## src/rtl/mem_wb_pkg.sv

```systemverilog
// mem_wb_pkg
// Shared definitions for the MEM->WB pipeline register.
//   - default data/register-index widths and the maximum stage depth
//   - the stage-entry control layout (valid, reg_write, mem_to_reg)
//   - the bubble constant used for flushed or empty entries
//   - a helper that turns raw MEM-stage control into the stored form
package mem_wb_pkg;

    localparam int DATA_W_DEF = 32;
    localparam int REG_W_DEF  = 5;
    localparam int DEPTH_MAX  = 4;

    // Control portion of one stage entry. Data fields (mem_data, alu,
    // dest) are carried beside it because their widths are parameters.
    typedef struct packed {
        logic valid;
        logic reg_write;
        logic mem_to_reg;
    } wb_ctrl_t;

    localparam wb_ctrl_t CTRL_BUBBLE = '{valid: 1'b0, reg_write: 1'b0, mem_to_reg: 1'b0};

    // A non-valid MEM entry is stored with all control bits cleared so it
    // can never write the register file or be matched by forwarding.
    function automatic wb_ctrl_t ctrl_from_mem(input logic valid,
                                               input logic reg_write,
                                               input logic mem_to_reg);
        wb_ctrl_t c;
        c = CTRL_BUBBLE;
        if (valid) begin
            c.valid      = 1'b1;
            c.reg_write  = reg_write;
            c.mem_to_reg = mem_to_reg;
        end
        return c;
    endfunction

endpackage

```

## src/rtl/wb_stage_reg.sv

```systemverilog
// wb_stage_reg
// One MEM->WB pipeline stage: asynchronous active-high reset, hold, and
// bubble load. Bubble has priority over hold so a flush lands even while
// the pipe is stalled.
// Ports:
//   clk, rst            clock / async active-high reset
//   i_hold              keep current contents
//   i_bubble            load an all-zero entry
//   i_ctrl, i_mem_data, i_alu, i_dest   entry to capture
//   o_ctrl, o_mem_data, o_alu, o_dest   stored entry
module wb_stage_reg
    import mem_wb_pkg::*;
#(
    parameter int DATA_W = DATA_W_DEF,
    parameter int REG_W  = REG_W_DEF
) (
    input  logic              clk,
    input  logic              rst,
    input  logic              i_hold,
    input  logic              i_bubble,
    input  wb_ctrl_t          i_ctrl,
    input  logic [DATA_W-1:0] i_mem_data,
    input  logic [DATA_W-1:0] i_alu,
    input  logic [REG_W-1:0]  i_dest,
    output wb_ctrl_t          o_ctrl,
    output logic [DATA_W-1:0] o_mem_data,
    output logic [DATA_W-1:0] o_alu,
    output logic [REG_W-1:0]  o_dest
);

    wb_ctrl_t          r_ctrl;
    logic [DATA_W-1:0] r_mem_data;
    logic [DATA_W-1:0] r_alu;
    logic [REG_W-1:0]  r_dest;

    always_ff @(posedge clk or posedge rst) begin
        if (rst) begin
            r_ctrl     <= CTRL_BUBBLE;
            r_mem_data <= '0;
            r_alu      <= '0;
            r_dest     <= '0;
        end else if (i_bubble) begin
            r_ctrl     <= CTRL_BUBBLE;
            r_mem_data <= '0;
            r_alu      <= '0;
            r_dest     <= '0;
        end else if (!i_hold) begin
            r_ctrl     <= i_ctrl;
            r_mem_data <= i_mem_data;
            r_alu      <= i_alu;
            r_dest     <= i_dest;
        end
    end

    assign o_ctrl     = r_ctrl;
    assign o_mem_data = r_mem_data;
    assign o_alu      = r_alu;
    assign o_dest     = r_dest;

endmodule

```

## src/rtl/mem_wb_pipe.sv

```systemverilog
// mem_wb_pipe
// Parametrised MEM->WB pipeline register (DEPTH stages, 1..DEPTH_MAX) with
// stall, flush, per-entry valid, write-back data mux and retired counter.
// Optional feature macro: WB_FWD_EN -- adds src_a/src_b inputs and the
// fwd_* outputs with a youngest-first forwarding search over all stages.
// Ports:
//   clk, rst                          clock / async active-high reset
//   stall, flush                      hold all stages / bubble into s0
//   valid_in, mem_to_reg_in, reg_write_in, mem_data_in, alu_in, dest_in
//                                     MEM-stage entry
//   valid_out, reg_write_out, mem_to_reg_out, mem_data_out, alu_out,
//   dest_out, wb_data_out             last-stage entry and muxed WB value
//   retire_count                      retired write-back entries (wraps)
//   src_a, src_b, fwd_a_hit, fwd_b_hit, fwd_a_data, fwd_b_data
//                                     forwarding (WB_FWD_EN only)
module mem_wb_pipe
    import mem_wb_pkg::*;
#(
    parameter int DATA_W = DATA_W_DEF,
    parameter int REG_W  = REG_W_DEF,
    parameter int DEPTH  = 1
) (
    input  logic              clk,
    input  logic              rst,
    input  logic              stall,
    input  logic              flush,
    input  logic              valid_in,
    input  logic              mem_to_reg_in,
    input  logic              reg_write_in,
    input  logic [DATA_W-1:0] mem_data_in,
    input  logic [DATA_W-1:0] alu_in,
    input  logic [REG_W-1:0]  dest_in,
    output logic              valid_out,
    output logic              reg_write_out,
    output logic              mem_to_reg_out,
    output logic [DATA_W-1:0] mem_data_out,
    output logic [DATA_W-1:0] alu_out,
    output logic [REG_W-1:0]  dest_out,
    output logic [DATA_W-1:0] wb_data_out,
    output logic [31:0]       retire_count
`ifdef WB_FWD_EN
    ,
    input  logic [REG_W-1:0]  src_a,
    input  logic [REG_W-1:0]  src_b,
    output logic              fwd_a_hit,
    output logic              fwd_b_hit,
    output logic [DATA_W-1:0] fwd_a_data,
    output logic [DATA_W-1:0] fwd_b_data
`endif
);

    wb_ctrl_t          w_ctrl [DEPTH];
    logic [DATA_W-1:0] w_mem  [DEPTH];
    logic [DATA_W-1:0] w_alu  [DEPTH];
    logic [REG_W-1:0]  w_dest [DEPTH];

    wb_ctrl_t          w_ctrl_in;
    logic [31:0]       r_retire_count;

    assign w_ctrl_in = ctrl_from_mem(valid_in, reg_write_in, mem_to_reg_in);

    for (genvar k = 0; k < DEPTH; k++) begin : g_stage
        if (k == 0) begin : g_first
            wb_stage_reg #(.DATA_W(DATA_W), .REG_W(REG_W)) u_stage (
                .clk        (clk),
                .rst        (rst),
                .i_hold     (stall),
                .i_bubble   (flush),
                .i_ctrl     (w_ctrl_in),
                .i_mem_data (mem_data_in),
                .i_alu      (alu_in),
                .i_dest     (dest_in),
                .o_ctrl     (w_ctrl[k]),
                .o_mem_data (w_mem[k]),
                .o_alu      (w_alu[k]),
                .o_dest     (w_dest[k])
            );
        end else begin : g_next
            wb_stage_reg #(.DATA_W(DATA_W), .REG_W(REG_W)) u_stage (
                .clk        (clk),
                .rst        (rst),
                .i_hold     (stall),
                .i_bubble   (1'b0),
                .i_ctrl     (w_ctrl[k-1]),
                .i_mem_data (w_mem[k-1]),
                .i_alu      (w_alu[k-1]),
                .i_dest     (w_dest[k-1]),
                .o_ctrl     (w_ctrl[k]),
                .o_mem_data (w_mem[k]),
                .o_alu      (w_alu[k]),
                .o_dest     (w_dest[k])
            );
        end
    end

    assign valid_out      = w_ctrl[DEPTH-1].valid;
    assign reg_write_out  = w_ctrl[DEPTH-1].valid & w_ctrl[DEPTH-1].reg_write;
    assign mem_to_reg_out = w_ctrl[DEPTH-1].mem_to_reg;
    assign mem_data_out   = w_mem[DEPTH-1];
    assign alu_out        = w_alu[DEPTH-1];
    assign dest_out       = w_dest[DEPTH-1];
    assign wb_data_out    = mem_to_reg_out ? mem_data_out : alu_out;

    // An entry retires on the edge that moves it out of the last stage.
    always_ff @(posedge clk or posedge rst) begin
        if (rst) begin
            r_retire_count <= '0;
        end else if (!stall && valid_out) begin
            r_retire_count <= r_retire_count + 32'd1;
        end
    end

    assign retire_count = r_retire_count;

`ifdef WB_FWD_EN
    // Youngest-first search: the first matching stage from s0 wins, so a
    // newer producer shadows an older one for the same register.
    always_comb begin
        fwd_a_hit  = 1'b0;
        fwd_a_data = '0;
        fwd_b_hit  = 1'b0;
        fwd_b_data = '0;
        for (int k = 0; k < DEPTH; k++) begin
            if (!fwd_a_hit && (src_a != '0) && w_ctrl[k].valid &&
                w_ctrl[k].reg_write && (w_dest[k] == src_a)) begin
                fwd_a_hit  = 1'b1;
                fwd_a_data = w_ctrl[k].mem_to_reg ? w_mem[k] : w_alu[k];
            end
            if (!fwd_b_hit && (src_b != '0) && w_ctrl[k].valid &&
                w_ctrl[k].reg_write && (w_dest[k] == src_b)) begin
                fwd_b_hit  = 1'b1;
                fwd_b_data = w_ctrl[k].mem_to_reg ? w_mem[k] : w_alu[k];
            end
        end
    end
`endif

endmodule
```

## config.mk

```make
export PLATFORM = sky130hd
export DESIGN_NAME = mem_wb_pipe
export DESIGN_NICKNAME = d
export VERILOG_FILES = /design/src/rtl/mem_wb_pkg.sv /design/src/rtl/wb_stage_reg.sv /design/src/rtl/mem_wb_pipe.sv
export SDC_FILE = /design/constraint.sdc
export NUM_CORES = 1
export LEC_CHECK = 0
export CORE_AREA = 2 2 129 100
export CTS_BUF_LIST = sky130_fd_sc_hd__clkbuf_2 sky130_fd_sc_hd__clkbuf_4 sky130_fd_sc_hd__clkbuf_8
export CTS_CLUSTER_DIAMETER = 120
export DETAILED_ROUTE_END_ITERATION = 7
export DIE_AREA = 0 0 131 102
export PLACE_DENSITY_LB_ADDON = 0.25
export SLEW_MARGIN = 20
export SYNTH_ARGS = -nofsm -noshare
export SYNTH_HDL_FRONTEND = slang
export SYNTH_SLANG_ARGS = --single-unit
```

## constraint.sdc

```tcl
create_clock -name clk -period 4.9 [get_ports clk]
set_input_delay 0.98 -clock clk [delete_from_list [all_inputs] [get_ports clk]]
set_output_delay 0.98 -clock clk [all_outputs]
set_load 0.005 [all_outputs]
```

==> results of run 1 <==
cell type report:
cell class	count	area share (%)
flip-flops and latches	104	36.1
repair buffers	215	29.6
multi-input cells	275	28.2
well taps	166	2.88
clock buffers	11	2.01
clock inverters	3	0.937
inverters	4	0.278
metrics by stage:
| stage | power [mW] | instances |
|---|---|---|
| final | 1.88 | 778 |
| after CTS | 1.91 | 778 |
| after floorplan | 1.09 | 407 |
| after global routing | 1.97 | 778 |
| after global placement | 1.31 | 764 |
| after detailed placement | 1.32 | 764 |
cells in the mapped netlist:
cell	instances
and4_1	3
nand4b_1	1
dfrtp_1	104
clkbuf_1	14
and2_1	5
a21oi_1	2
buf_6	1
buf_2	8
mux2i_1	70
ha_1	1
nor4_4	1
nor3_1	5
nand3_1	12
nand4_1	8
nor4_2	3
nand2_1	11
xor2_1	12
nand3b_1	1
or3_1	1
nor2b_1	1
mux2_2	33
nand4_2	1
nor2_1	80
and3_1	3
buf_1	1
xnor2_1	19
inv_1	4
or2_2	1
nor4_1	1
report_power, final:
group          leakage [nW]  internal [mW]  total, mW  switching (mW)
clock                 0.105          0.302      0.582           0.280
sequential             1.39          0.905      0.954          0.0487
combinational          1.79          0.223      0.346           0.122
total                  3.29           1.43       1.88           0.450
state kept, by name, indices dropped and copies added, names as in the netlist:
signal and flops:
g_stage.g_first.u_stage.o_alu 32, g_stage.g_first.u_stage.o_ctrl 3, retire_count 32, g_stage.g_first.u_stage.o_dest 5
g_stage.g_first.u_stage.o_mem_data 32
layer usage:
metal	GRT usage (%)	vias up
met5	0	-
met4	5.89	0
met3	4.97	14
met2	31.6	126
met1	26.5	1801
li1	-	1780
critical path: stages (launching register included):
cell	delay, ns
dfrtp_1	1.00
buf_4	0.38
mux2_2	0.36
clkdlybuf4s50_1	0.46
final timing paths:
check,endpoint,cells past startpoint,from
max in group asynchronous,g_stage[0].g_first.u_stage.o_alu[23]$_DFFE_PP0P_,3,rst
worst min register to register,retire_count[31]$_DFFE_PP0P_,1,retire_count[31]$_DFFE_PP0P_
min in group asynchronous,retire_count[22]$_DFFE_PP0P_,2,rst
worst min-delay path,retire_count[31]$_DFFE_PP0P_,1,retire_count[31]$_DFFE_PP0P_
worst max-delay path,wb_data_out[25],3,g_stage[0].g_first.u_stage.o_ctrl[0]$_DFFE_PP0P_
worst max register to register,retire_count[27]$_DFFE_PP0P_,4,g_stage[0].g_first.u_stage.o_ctrl[2]$_DFFE_PP0P_
cells in the final DEF (no fill, tap or decap), types with 10 or more instances in the layout:
cell,instances
xor2_1,12
mux2_2,33
dfrtp_1,104
mux2i_1,70
nand3_1,12
nand2_1,11
clkbuf_8,10
clkdlybuf4s50_1,209
nor2_1,80
xnor2_1,19
cell families after synthesis:
group,count (synthesis),synth area share [%]
compound gates,2,0.210
xor+xnor,31,5.71
fa+ha+maj,1,0.263
buf+inv,28,2.58
flops,104,54.7
mux,103,22.5
simple gates,138,14.0
==> results.toml, run 1 <==
[status]
status = "complete, no violations"

[run]
maxCapViolCount = 0

[setup_path]
worstSetupEndpointType = "primary output"
crit_type = "reg -> out"
cp-start-kind = "flop"
required_ns = 3.92
r2r_slack_ns = 2.70
cp_max_fo = 21
arrival_ns = 2.56

[synthesis]
synth_cells = 407
synth_cell_types = 29
synth_area_sq_um = 4760
syn-num-nets = 484
ys_warn_count = 0
synth_area_leaders = "dfrtp_1 (55%), mux2i_1 (15%), mux2_2 (7.8%)"
syn_area_per_cell_sq_um = 11.7
ys_seq_area_share_pct = 54.7
synth_top_area_cell = "dfrtp_1"
synth-seq-cells = 104
synth_top_area_share_pct = 54.7

[die]
num_io_pins = 212
design.core.area_sq_um = 12000
dieArea_sq_um = 13400
die-height_um = 102
initial_utilization_pct = 39.5
core.rowCount = 35
chipWidth_um = 131

[routing]
ant_nets = 0
wl_met2_um = 6110
routedWlPerCell_um = 16.6
totalWireLength_um = 12900
dr.pass1.iters = 4
routed-wl-met3_um = 829
wl_met1_um = 5760
drc = 0
routed.top_layer = "met4"
vias = 3721
drt_iter0_markers = 164
via_per_inst = 4.78

[layout]
fin_area_sq_um = 7210
antenna-diode-count = 0
drive_gt1_share_pct = 9.80
postLayoutCoreUtil_pct = 59.9
area_growth_pct = 51.6
layout.nets = 686
final-seq-area_sq_um = 2600
fill_cells = 1003
multi_input_area_sq_um = 2030

[power]
leakage_nw = 3.29
vdd_drop_max_mv = 0.210
pwr_density_cell_nw_per_um2 = 261

[placed_design]
postPlaceCellArea_sq_um = 6990
dp_hpwl_um = 9250
pre_cts_ws_ns = 1.71
gp_congestion = 0.820
numPortBuffers = 211

[timing]
post-route-period-util_pct = 72.3
tightest_slew_ns = 0.993
hold_ws_ns = 0.497
min_period_ns = 3.54
finalHoldViolations = 0
final.setup.tns_ns = 0
setup_viol = 0
drv_slew = 0
fmax_ghz = 0.282
rsz0062_at_grt = "false"
fin_ws_ns = 1.36
clock_skew_ns = 0.00647
maxSlewHeadroom_pct = 33.8

[global_routing]
antenna_found_initial = 0
grt_use_total_pct = 19.7
gr-total-overflow = 0
grt_pass1_wl_um = 20200
grt_max_degree = 86
grt_pass1_vias = 3697

[clock_network]
hold_buffers = 0
post-cts-setup-buffers = 0
cts_resized = 0
htreeDepth = 3
cts_tree = "built"
clock_path_buffers = 2
cts_sinks = 104
root_buffer = "clkbuf_8"
clk_latency_ns = 0.36
cts_buffers = 9
path_clk_slew_ns = 0.09

[worst_hold_path]
hold_class = "reg -> reg"
No activity file was read; power rests on OpenSTA's default activity.
==> inputs of run 2 (changes only) <==
- CORE_AREA: 2 2 129 100 -> 2 2 131 101
- DIE_AREA: 0 0 131 102 -> 0 0 133 103
- clock period: 4.9 -> 2.9 ns (I/O delays scaled with it)
==> run 2 against run 1 <==
Effect of this change: first-iteration DRC count fell by 45%; flip-flop and latch count did not move; sequential power grew 68%; register-to-register slack got worse by 1.6 ns; clock skew decreased by 0.0021 ns; clock power grew 42%; combinational power rose by 71%.
==> results.toml, run 2 (same netlist as run 1, synthesis figures left out) <==
[setup_path]
cp_max_fo = 32
cp-start-kind = "flop"
r2r_slack_ns = 1.08
crit_path_cell_trace = "buf_4, mux2_2, clkdlybuf4s50_1"
r2r_cells = 4
worstSetupStartpoint = "g_stage[0].g_first.u_stage.o_ctrl[0]$_DFFE_PP0P_"
crit_type = "reg -> out"
reg2reg_from = "retire_count[9]$_DFFE_PP0P_"
required_ns = 2.32
arrival_ns = 2.02
cpMaxStageDelayCell = "clkdlybuf4s50_1"
crit_family = "buffers and inverters"
r2r_end = "retire_count[25]$_DFFE_PP0P_"
worstSetupEndpointType = "primary output"
slowest_delay_ns = 0.45
path_buf_inv = 2

[die]
initial_utilization_pct = 37.9
die-height_um = 103
num_io_pins = 212
chipWidth_um = 133
dieArea_sq_um = 13700
design.core.area_sq_um = 12600
core.rowCount = 36

[timing]
final.setup.tns_ns = 0
min_period_ns = 2.60
post-route-period-util_pct = 89.8
setup_viol = 0
drv_slew = 0
rsz0062_at_grt = "false"
tightest_slew_ns = 0.721
clock_skew_ns = 0.00440
fin_ws_ns = 0.297
fmax_ghz = 0.384
maxSlewHeadroom_pct = 51.9
finalHoldViolations = 0

[power]
switching_share_pct = 24.7
total_power_mw = 3.02
leakage_nw = 3.29
p_comb_share_pct = 19.5
pwr_density_cell_nw_per_um2 = 418
vdd_drop_max_mv = 0.388
clock_power_share_pct = 27.3
seqPwrFrac_pct = 53.1
p_switching_uw = 747
internal-power_mw = 2.27

[placed_design]
numPortBuffers = 211
pre_cts_ws_ns = 0.668
dp_hpwl_um = 9070
gp_congestion = 0.814
postPlaceCellArea_sq_um = 7050

[clock_network]
hold_buffers = 0
htreeDepth = 3
cts_buffers = 9
path_clk_slew_ns = 0.09
cts_sinks = 104
clk_latency_ns = 0.35
clock_path_buffers = 2
cts_resized = 0
post-cts-setup-buffers = 0
cts_tree = "built"
root_buffer = "clkbuf_8"

[layout]
antenna-diode-count = 0
final_common_cell = "clkdlybuf4s50_1"
drive_gt1_share_pct = 10.4
area_growth_pct = 51.9
fill_cells = 1061
final-seq-area_sq_um = 2600
final_cell_mix = "clkdlybuf4s50_1 (209), dfrtp_1 (104), nor2_1 (80), mux2i_1 (70), mux2_2 (33)"
multi_input_area_sq_um = 2030
layout.nets = 689
postLayoutCoreUtil_pct = 57.5
fin_area_sq_um = 7230

[global_routing]
grt_use_total_pct = 18.5
gr-total-overflow = 0
grt_max_degree = 75
grt_pass1_wl_um = 20000
grt_pass1_vias = 3749
antenna_found_initial = 0

[routing]
routedWlPerCell_um = 15.8
drt_iter0_markers = 90
via_per_inst = 4.81
ant_nets = 0
totalWireLength_um = 12500
dr.pass1.iters = 4
vias = 3787
drc = 0

[worst_hold_path]
holdPathEnd = "retire_count[31]$_DFFE_PP0P_"
hp-start = "retire_count[31]$_DFFE_PP0P_"
hold_class = "reg -> reg"
worstHoldPathCells = 1

[status]
status = "complete, no violations"

[run]
maxCapViolCount = 0
## run 2: worst register-to-register path, delay by kind of cell (launching register included)
kind | cells | cell delay, ns
AND/OR/NAND/NOR | 3 | 1.08
XOR/XNOR | 1 | 0.19
flip-flops | 1 | 0.48
## run 2: power groups by stage
stage | Combinational, mW | Sequential, mW | Clock, mW
2_1_floorplan | 0.220 | 1.62 | 0
3_3_place_gp | 0.585 | 1.63 | 0
3_5_place_dp | 0.598 | 1.63 | 0
4_1_cts | 0.601 | 1.61 | 0.870
5_1_grt | 0.644 | 1.62 | 0.917
6_report | 0.590 | 1.60 | 0.825
## run 2: stage by stage
stage	std cells	hold WS, ns
after floorplan	407	0.468
after global routing	787	0.516
after CTS	787	0.482
after global placement	772	0.464
after detailed placement	772	0.467
final	787	0.481
## run 2: worst max-delay path by stage
stage | end | slack [ns] | depth (start not counted)
2_1_floorplan | wb_data_out[10] | 1.04 | 3
3_3_place_gp | wb_data_out[31] | 0.72 | 3
3_5_place_dp | wb_data_out[29] | 0.67 | 3
4_1_cts | wb_data_out[29] | 0.25 | 3
5_1_grt | wb_data_out[29] | 0.18 | 3
6_report | wb_data_out[29] | 0.30 | 3
## run 2: routing by layer
metal  part of all wire, %  global-route usage, %  wire length, um  up-vias
met5                     0                      0                0        -
met4                   2.1                   5.71              265        0
met3                   5.1                   4.33              638       21
met2                    48                   30.9             5960      117
met1                    45                   24.3             5590     1860
li1                      -                      -                -     1789
## run 2: area by class of cell
cell class              count  area share, %
flip-flops and latches    104           36.0
repair buffers            218           30.2
multi-input cells         275           28.1
well taps                 171           2.96
clock buffers              12           2.20
inverters                   4          0.260
clock inverters             3          0.242
==> inputs of run 3 (changes only) <==
- ABC_CLOCK_PERIOD_IN_PS: not set -> 2900
- RECOVER_POWER: not set -> 100
==> run 3 against run 2 <==
Effect of this change: the run now ends with capacitance limit, slew limit left; register-to-register slack got worse by 0.12 ns; sequential power about the same; utilization decreased by 0.44 points; flip-flop and latch count unchanged; cell count unchanged; combinational power decreased by 4.4%; sequential share of layout area increased by 0.28 points; hold slack got worse by 0.0049 ns; highest routed layer unchanged; largest cell class unchanged; non-clock buffer count unchanged; global-route usage unchanged; critical path type is now in -> reg.
==> results.toml, run 3 (same netlist as run 1, synthesis figures left out) <==
[setup_path]
crit_type = "in -> reg"
reg2reg_from = "g_stage[0].g_first.u_stage.o_ctrl[2]$_DFFE_PP0P_"
worstSetupEndpointType = "flop"
cp-start-kind = "input port"
arrival_ns = 2.86
r2r_end = "retire_count[25]$_DFFE_PP0P_"
cp_max_fo = 74
r2r_cells = 6
r2r_slack_ns = 0.96
required_ns = 3.12

[timing]
fmax_ghz = 0.379
clock_skew_ns = 0.00551
drv_slew = 75
setup_viol = 0
finalHoldViolations = 0
rsz0062_at_grt = "false"
post-route-period-util_pct = 91.0
maxSlewHeadroom_pct = -59.2
final.setup.tns_ns = 0
min_period_ns = 2.64
tightest_slew_ns = 2.39

[clock_network]
htreeDepth = 3
cts_tree = "built"
hold_buffers = 0
clk_latency_ns = 0.35
path_clk_slew_ns = 0.09
clock_path_buffers = 2
post-cts-setup-buffers = 0
cts_buffers = 9
cts_sinks = 104
root_buffer = "clkbuf_8"
cts_resized = 0

[status]
violations = "capacitance limit, slew limit"
status = "finished with violations"

[worst_hold_path]
worstHoldPathCells = 1
hp-start = "retire_count[31]$_DFFE_PP0P_"
holdPathEnd = "retire_count[31]$_DFFE_PP0P_"
hold_class = "reg -> reg"

[power]
seqPwrFrac_pct = 53.5
clock_power_share_pct = 27.7
pwr_density_cell_nw_per_um2 = 417
leakage_nw = 3.54
total_power_mw = 2.99
switching_share_pct = 24.9
vdd_drop_max_mv = 0.369
internal-power_mw = 2.25
p_comb_share_pct = 18.8
p_switching_uw = 744

[routing]
drc = 0
drt_iter0_markers = 88
totalWireLength_um = 12400
vias = 3793
dr.pass1.iters = 4
ant_nets = 0
routedWlPerCell_um = 15.8
via_per_inst = 4.82

[global_routing]
grt_max_degree = 75
antenna_found_initial = 0
gr-total-overflow = 0
grt_pass1_vias = 3749
grt_pass1_wl_um = 20000
grt_use_total_pct = 18.5

[layout]
area_growth_pct = 50.7
final_common_cell = "dlygate4sd3_1"
fin_area_sq_um = 7170
antenna-diode-count = 0
drive_gt1_share_pct = 9.58
final_cell_mix = "dlygate4sd3_1 (106), dfrtp_1 (104), clkdlybuf4s50_1 (103), nor2_1 (80), mux2i_1 (70)"
layout.nets = 689

[die]
initial_utilization_pct = 37.9
die-height_um = 103
num_io_pins = 212
design.core.area_sq_um = 12600
dieArea_sq_um = 13700
core.rowCount = 36
chipWidth_um = 133

[placed_design]
postPlaceCellArea_sq_um = 7050
gp_congestion = 0.814
numPortBuffers = 211
dp_hpwl_um = 9070

[run]
maxCapViolCount = 1
-- run 3: cell types whose count changed in the layout (fill, tap and decap cells not counted), sizes merged --
cell	before	now
clkdlybuf4s50	209	103
dlygate4sd3	0	106
buf	9	3
clkbuf	12	18
-- run 3: cell type report --
class	count	area, sq um
well taps	171	214
inverters	4	18.8
clock buffers	12	159
flip-flops and latches	104	2600
fillers	1068	5400
clock inverters	3	17.5
repair buffers	218	2150
multi-input cells	275	2000
-- run 3: critical path: stages --
cell and delay (ns):
clkbuf_4 0.11, clkbuf_2 1.62, mux2i_1 0.34, nor2_1 0.08
-- run 3: how the worst max path moves through the flow --
stage                                                     startpoint                                                    end  slack (ns)  cells past startpoint
finish                                                         stall  g_stage[0].g_first.u_stage.o_mem_data[15]$_DFFE_PP0P_        0.26                      4
global placement    g_stage[0].g_first.u_stage.o_ctrl[0]$_DFFE_PP0P_                                        wb_data_out[31]        0.72                      3
floorplan           g_stage[0].g_first.u_stage.o_ctrl[0]$_DFFE_PP0P_                                        wb_data_out[10]        1.04                      3
CTS                 g_stage[0].g_first.u_stage.o_ctrl[0]$_DFFE_PP0P_                                        wb_data_out[29]        0.25                      3
detailed placement  g_stage[0].g_first.u_stage.o_ctrl[0]$_DFFE_PP0P_                                        wb_data_out[29]        0.67                      3
global route                                                   stall  g_stage[0].g_first.u_stage.o_mem_data[14]$_DFFE_PP0P_        0.09                      4
-- run 3: stage by stage --
stage	util, %	setup WS (ns)	hold WS (ns)	cells
floorplan	-	1.04	0.468	407
global placement	56.1	0.724	0.464	772
detailed placement	56.1	0.668	0.467	772
CTS	57.5	0.254	0.482	787
global route	57.1	0.0917	0.511	787
finish	57.1	0.260	0.476	787
-- run 3: power by group through the flow --
stage | sequential, mW | combinational (mW) | clock, mW
after floorplan | 1.62 | 0.220 | 0
after global placement | 1.63 | 0.585 | 0
after detailed placement | 1.63 | 0.598 | 0
after CTS | 1.61 | 0.601 | 0.870
after global routing | 1.62 | 0.619 | 0.917
final | 1.60 | 0.564 | 0.827
-- run 3: routing by layer --
layer	GRT usage [%]	share of wire [%]	vias up	routed length, um
met4	5.71	2.1	0	267
met5	0	0	-	0
met3	4.33	5.4	21	677
met2	30.9	48	120	5960
li1	-	-	1792	-
met1	24.3	44	1860	5530
